==> src/rtl/param_queue_flags.sv <==
// ---------------------------------------------------------------------------
// param_queue_flags
//   Single-clock FIFO queue with occupancy status and sticky error flags.
//
//   Parameters
//     WIDTH      data word width (>= 1)
//     DEPTH      storage entries (power of two, >= 4)
//     AF_THRESH  almost_full asserts when count >= AF_THRESH
//     AE_THRESH  almost_empty asserts when count <= AE_THRESH
//     FWFT       0: registered read (data_out loads on pop, 1-cycle latency)
//                1: first-word-fall-through (data_out shows head, 0 when empty)
//
//   Ports
//     clk, rst_n            clock, asynchronous active-low reset
//     data_in, enqueue      write data / write request
//     dequeue               read/pop request
//     flush                 synchronous discard of all stored entries
//     clear_err             synchronous clear of overflow/underflow
//     data_out              read data
//     count                 stored entries, 0..DEPTH
//     full, empty           count == DEPTH / count == 0
//     almost_full/empty     threshold status
//     overflow, underflow   sticky error flags
// ---------------------------------------------------------------------------
module param_queue_flags #(
  parameter int WIDTH     = 8,
  parameter int DEPTH     = 16,
  parameter int AF_THRESH = DEPTH - 4,
  parameter int AE_THRESH = 2,
  parameter int FWFT      = 0
) (
  input  logic                     clk,
  input  logic                     rst_n,
  input  logic [WIDTH-1:0]         data_in,
  input  logic                     enqueue,
  input  logic                     dequeue,
  input  logic                     flush,
  input  logic                     clear_err,
  output logic [WIDTH-1:0]         data_out,
  output logic [$clog2(DEPTH):0]   count,
  output logic                     full,
  output logic                     empty,
  output logic                     almost_full,
  output logic                     almost_empty,
  output logic                     overflow,
  output logic                     underflow
);

  localparam int PW = $clog2(DEPTH);
  localparam int CW = PW + 1;
  localparam logic [CW-1:0] DEPTH_LVL = CW'(DEPTH);
  localparam logic [CW-1:0] AF_LVL    = CW'(AF_THRESH);
  localparam logic [CW-1:0] AE_LVL    = CW'(AE_THRESH);

  // Storage is intentionally not reset; the read path never exposes an
  // entry that has not been written since the last reset/flush.
  logic [WIDTH-1:0] mem_q [DEPTH];

  logic [PW-1:0] wr_ptr_q, wr_ptr_d;
  logic [PW-1:0] rd_ptr_q, rd_ptr_d;
  logic [CW-1:0] count_q, count_d;
  logic          overflow_q, overflow_d;
  logic          underflow_q, underflow_d;

  logic          is_full, is_empty;
  logic          deq_ok, enq_ok;
  logic          ovf_event, unf_event;

  assign is_full  = (count_q == DEPTH_LVL);
  assign is_empty = (count_q == '0);

  // Flush overrides both requests. A full queue still accepts a write when
  // a pop is accepted in the same cycle, since the slot frees at the edge.
  always_comb begin
    deq_ok    = dequeue && !is_empty && !flush;
    enq_ok    = enqueue && (!is_full || deq_ok) && !flush;
    ovf_event = enqueue && is_full && !deq_ok && !flush;
    unf_event = dequeue && is_empty && !flush;
  end

  always_comb begin
    wr_ptr_d    = wr_ptr_q;
    rd_ptr_d    = rd_ptr_q;
    count_d     = count_q;
    overflow_d  = overflow_q;
    underflow_d = underflow_q;

    if (flush) begin
      wr_ptr_d = '0;
      rd_ptr_d = '0;
      count_d  = '0;
    end else begin
      // Power-of-two depth: pointers wrap by natural overflow.
      if (enq_ok) wr_ptr_d = wr_ptr_q + PW'(1);
      if (deq_ok) rd_ptr_d = rd_ptr_q + PW'(1);
      case ({enq_ok, deq_ok})
        2'b10:   count_d = count_q + CW'(1);
        2'b01:   count_d = count_q - CW'(1);
        default: count_d = count_q;
      endcase
    end

    // A new error in the same cycle as clear_err takes priority.
    if (clear_err) begin
      overflow_d  = 1'b0;
      underflow_d = 1'b0;
    end
    if (ovf_event) overflow_d  = 1'b1;
    if (unf_event) underflow_d = 1'b1;
  end

  always_ff @(posedge clk or negedge rst_n) begin
    if (!rst_n) begin
      wr_ptr_q    <= '0;
      rd_ptr_q    <= '0;
      count_q     <= '0;
      overflow_q  <= 1'b0;
      underflow_q <= 1'b0;
    end else begin
      wr_ptr_q    <= wr_ptr_d;
      rd_ptr_q    <= rd_ptr_d;
      count_q     <= count_d;
      overflow_q  <= overflow_d;
      underflow_q <= underflow_d;
    end
  end

  always_ff @(posedge clk) begin
    if (enq_ok) mem_q[wr_ptr_q] <= data_in;
  end

  generate
    if (FWFT != 0) begin : g_fwft
      // Head entry is visible combinationally; zero when nothing is stored.
      always_comb begin
        data_out = '0;
        if (!is_empty) data_out = mem_q[rd_ptr_q];
      end
    end else begin : g_reg
      logic [WIDTH-1:0] data_out_q, data_out_d;

      always_comb begin
        data_out_d = data_out_q;
        if (deq_ok) data_out_d = mem_q[rd_ptr_q];
      end

      always_ff @(posedge clk or negedge rst_n) begin
        if (!rst_n) data_out_q <= '0;
        else        data_out_q <= data_out_d;
      end

      assign data_out = data_out_q;
    end
  endgenerate

  assign count        = count_q;
  assign full         = is_full;
  assign empty        = is_empty;
  assign almost_full  = (count_q >= AF_LVL);
  assign almost_empty = (count_q <= AE_LVL);
  assign overflow     = overflow_q;
  assign underflow    = underflow_q;

endmodule

==> config.mk <==
export PLATFORM = sky130hd
export DESIGN_NAME = param_queue_flags
export DESIGN_NICKNAME = d
export VERILOG_FILES = /design/src/rtl/param_queue_flags.sv
export SDC_FILE = /design/constraint.sdc
export NUM_CORES = 1
export LEC_CHECK = 0
export ABC_AREA = 1
export BUFFER_PORTS_ARGS = -buffer_cell sky130_fd_sc_hd__buf_2
export CAP_MARGIN = 40
export CORE_ASPECT_RATIO = 0.7
export CORE_MARGIN = 1
export CORE_UTILIZATION = 30
export DETAILED_ROUTE_END_ITERATION = 10
export HOLD_SLACK_MARGIN = 0.03
export PLACE_DENSITY = 0.53
export SYNTH_ARGS = -nofsm -noshare
export SYNTH_HDL_FRONTEND = slang
export SYNTH_SLANG_ARGS = --single-unit
==> constraint.sdc <==
create_clock -name clk -period 2.49 [get_ports clk]
set_input_delay 0.249 -clock clk [delete_from_list [all_inputs] [get_ports clk]]
set_output_delay 0.249 -clock clk [all_outputs]
set_load 0.03 [all_outputs]
==> run summary <==
placed cell area -> 0.00690 mm2
Clk pwr share -> 35.8%
synthesized area -> 0.00646 mm2
Sw Pwr -> 2.26 mW
Power, Total -> 7.05 mW
Hold Path Origin -> dequeue
Crit Path Category -> reg -> reg
CP max FO -> 8
MaxCap Viol Count -> 0
Final Slew Violations -> 0
fin cells -> 866
overall routed net length -> 15.7 mm
Skew-Pair Late Insertion Delay -> 0.42 ns
Commonest cells post-synth -> edfxtp_1 (128), nor2_1 (107), o21ai_0 (61), nand2_1 (54), dfrtp_1 (23)
Worst EP required -> 2.53 ns
worst vdd ir -> 465 uV
die outline width -> 177 um
Gates resized, CTS repair -> 0
H-Tree Depth -> 4
worst flop-to-flop path startpoint -> count[2]
clock slew at reported path FFs -> 0.06 ns
FF+latch count, synth -> 151
crit path time final -> 2.23 ns
Arr. time, crit path -> 2.28 ns
CTS sink count -> 151
pin count of the biggest net entering global routing -> 39
Worst Tran Pin Value -> 0.889 ns
vias in the first global route -> 4216
count leader, synth -> edfxtp_1
sequential area share after synthesis -> 68.4%
CTS tree -> done
Longest Clk Path Bufs -> 2
hpwl dp -> 10.5 mm
Final Skew -> 0.00692 ns
Lkg Pwr -> 2.71 nW
Peak Freq -> 448 MHz
# placed instances -> 831
Period Utilization, post-route -> 89.7%
Post-CTS Setup Repair Bufs -> 0
antenna viol nets, final -> 0
number of antenna violations at the first check in global routing -> 0
internal power -> 4.79 mW
top post-synthesis cells by area -> edfxtp_1 (59%), dfrtp_1 (8.9%), nor2_1 (6.2%)
vias post-DR -> 4255
sequential share of power -> 41.9%
number of synthesized flops with an enable pin -> 128
Routability Congestion -> 0.845
die area -> 0.0221 mm2
post-synthesis cell type count -> 33
Num CTS Buffers -> 17
Via density -> 4.91
die height -> 125 um
CP Capture Type -> register
clock root buffer -> clkbuf_16
antenna cells -> 0
largest area contributor in the netlist -> edfxtp_1
PD cells -> 939 mW/mm2
I/O Buffers -> 32
Post-Syn Area per Cell -> 12.1 um2
core region area -> 0.0209 mm2
worst min-delay path class -> in -> reg
cts hold-fix bufs -> 2
Mapped Cells -> 536
setup TNS -> 0 ns
Nets -> 598
detailed-route DRC error count -> 0
drt initial violations -> 394
DR WL/cell -> 18.1 um
hold_ws -> 0.239 ns
final instance area -> 0.00751 mm2
Syn-to-layout area delta -> 16.2%
first-pass GRT wire length -> 24.8 mm
Comb power frac -> 22.2%
critical path startpoint category -> register
Sw Ratio -> 32.0%
syn nets -> 557
Slew headroom -> 40.5%
RSZ-0062 raised after global routing -> false
global route overflow -> 0
row count -> 44
Async S/R FF share, synth -> 15.2%
Ports -> 33
Top FF cell, synth -> edfxtp_1
crit path from -> count[2]
Pre-antenna DRT Iters -> 5
outcome -> completed
layout cell share with drive strength beyond 1 -> 17.5%
total track usage -> 15.2%
Yosys top cell area share -> 59.5%
count of final hold-check violations -> 0
initial cell density of the core -> 30.9%
Final Setup Violations -> 0
Syn. warnings -> 0
## layout make-up
class	instances	area, um2
clock inverters	15	155
well taps	276	345
repair buffers	48	298
clock buffers	17	425
inverters	27	115
flip-flops and latches	151	4420
fillers	2035	13400
multi-input cells	332	1750
## power groups by stage
stage	sequential (mW)	clock, mW	combinational, mW
2_1_floorplan	3.17	0	0.959
3_3_place_gp	3.00	0	1.57
3_5_place_dp	3.01	0	1.56
4_1_cts	2.96	2.57	1.57
5_1_grt	2.97	2.69	1.72
6_report	2.96	2.53	1.57
## cell usage in the layout (no fill, tap or decap), types with 2 or more instances in the layout
cell type,Yosys,final
nand2_2,6,6
o21ai_0,61,61
o21ai_1,18,18
clkinv_4,0,5
buf_4,5,13
bufinv_16,0,2
nand3_4,4,4
inv_6,0,2
nor2_1,107,107
o221ai_1,10,10
inv_2,5,5
nor3_1,2,2
a31oi_1,3,3
edfxtp_1,128,128
xor2_1,3,3
ha_1,7,7
clkbuf_16,0,17
nor2_4,3,3
clkinv_1,1,2
o22ai_1,5,5
nand4_1,3,3
nand3_1,18,18
clkinvlp_4,0,2
clkinv_2,0,3
buf_2,9,32
dlygate4sd3_1,0,2
o211ai_1,22,22
dfrtp_1,23,22
inv_1,20,20
nand2_1,54,54
## flip-flops by register name (all words and copies together) (netlist names)
signal	count
overflow	1
underflow	1
count	5
rd_ptr_q	4
data_out	8
mem_q	128
wr_ptr_q	4
## metrics by stage
| step | setup slack, ns | util [%] |
|---|---|---|
| detailed placement | 0.244 | 33.0 |
| global placement | 0.375 | 33.0 |
| finish | 0.256 | 35.9 |
| CTS | 0.249 | 35.9 |
| floorplan | 0.513 | - |
| global route | 0.0959 | 35.9 |
## cell families after synthesis
family,after synthesis,share of synthesized area [%]
AO/OA/AOI/OAI,121,11.1
XOR/XNOR,3,0.407
adder cells (fa/ha/maj),7,1.36
buffers and inverters,53,4.51
flip-flops,151,68.4
AND/OR/NAND/NOR,201,14.2
## critical path, cell delays in order (launching register included)
cell and delay [ns]:
dfrtp_1 0.44, inv_2 0.12, nand4_2 0.18, o21ai_2 0.12, nor2_4 0.18, nand2_1 0.15
nor2_1 0.67
## path summary, 6_finish.rpt
path | end | cells past startpoint | slack (ns)
worst min-delay path | rd_ptr_q[3] | 4 | 0.24
worst min register to register | data_out[3] | 2 | 0.48
worst max register to register | mem_q[6][0] | 6 | 0.26
worst max-delay path | mem_q[6][0] | 6 | 0.26
min in group asynchronous | count[1] | 2 | 0.35
max in group asynchronous | rd_ptr_q[0] | 2 | 1.73
## layer usage
| layer | GRT usage [%] | up-vias | share of wire [%] |
|---|---|---|---|
| met5 | 0 | - | 0 |
| met1 | 22.2 | 2086 | 49 |
| li1 | - | 2006 | - |
| met2 | 21.4 | 145 | 44 |
| met4 | 5.48 | 0 | 1.4 |
| met3 | 3.88 | 18 | 5.5 |
(Power assumes the default switching activity.)
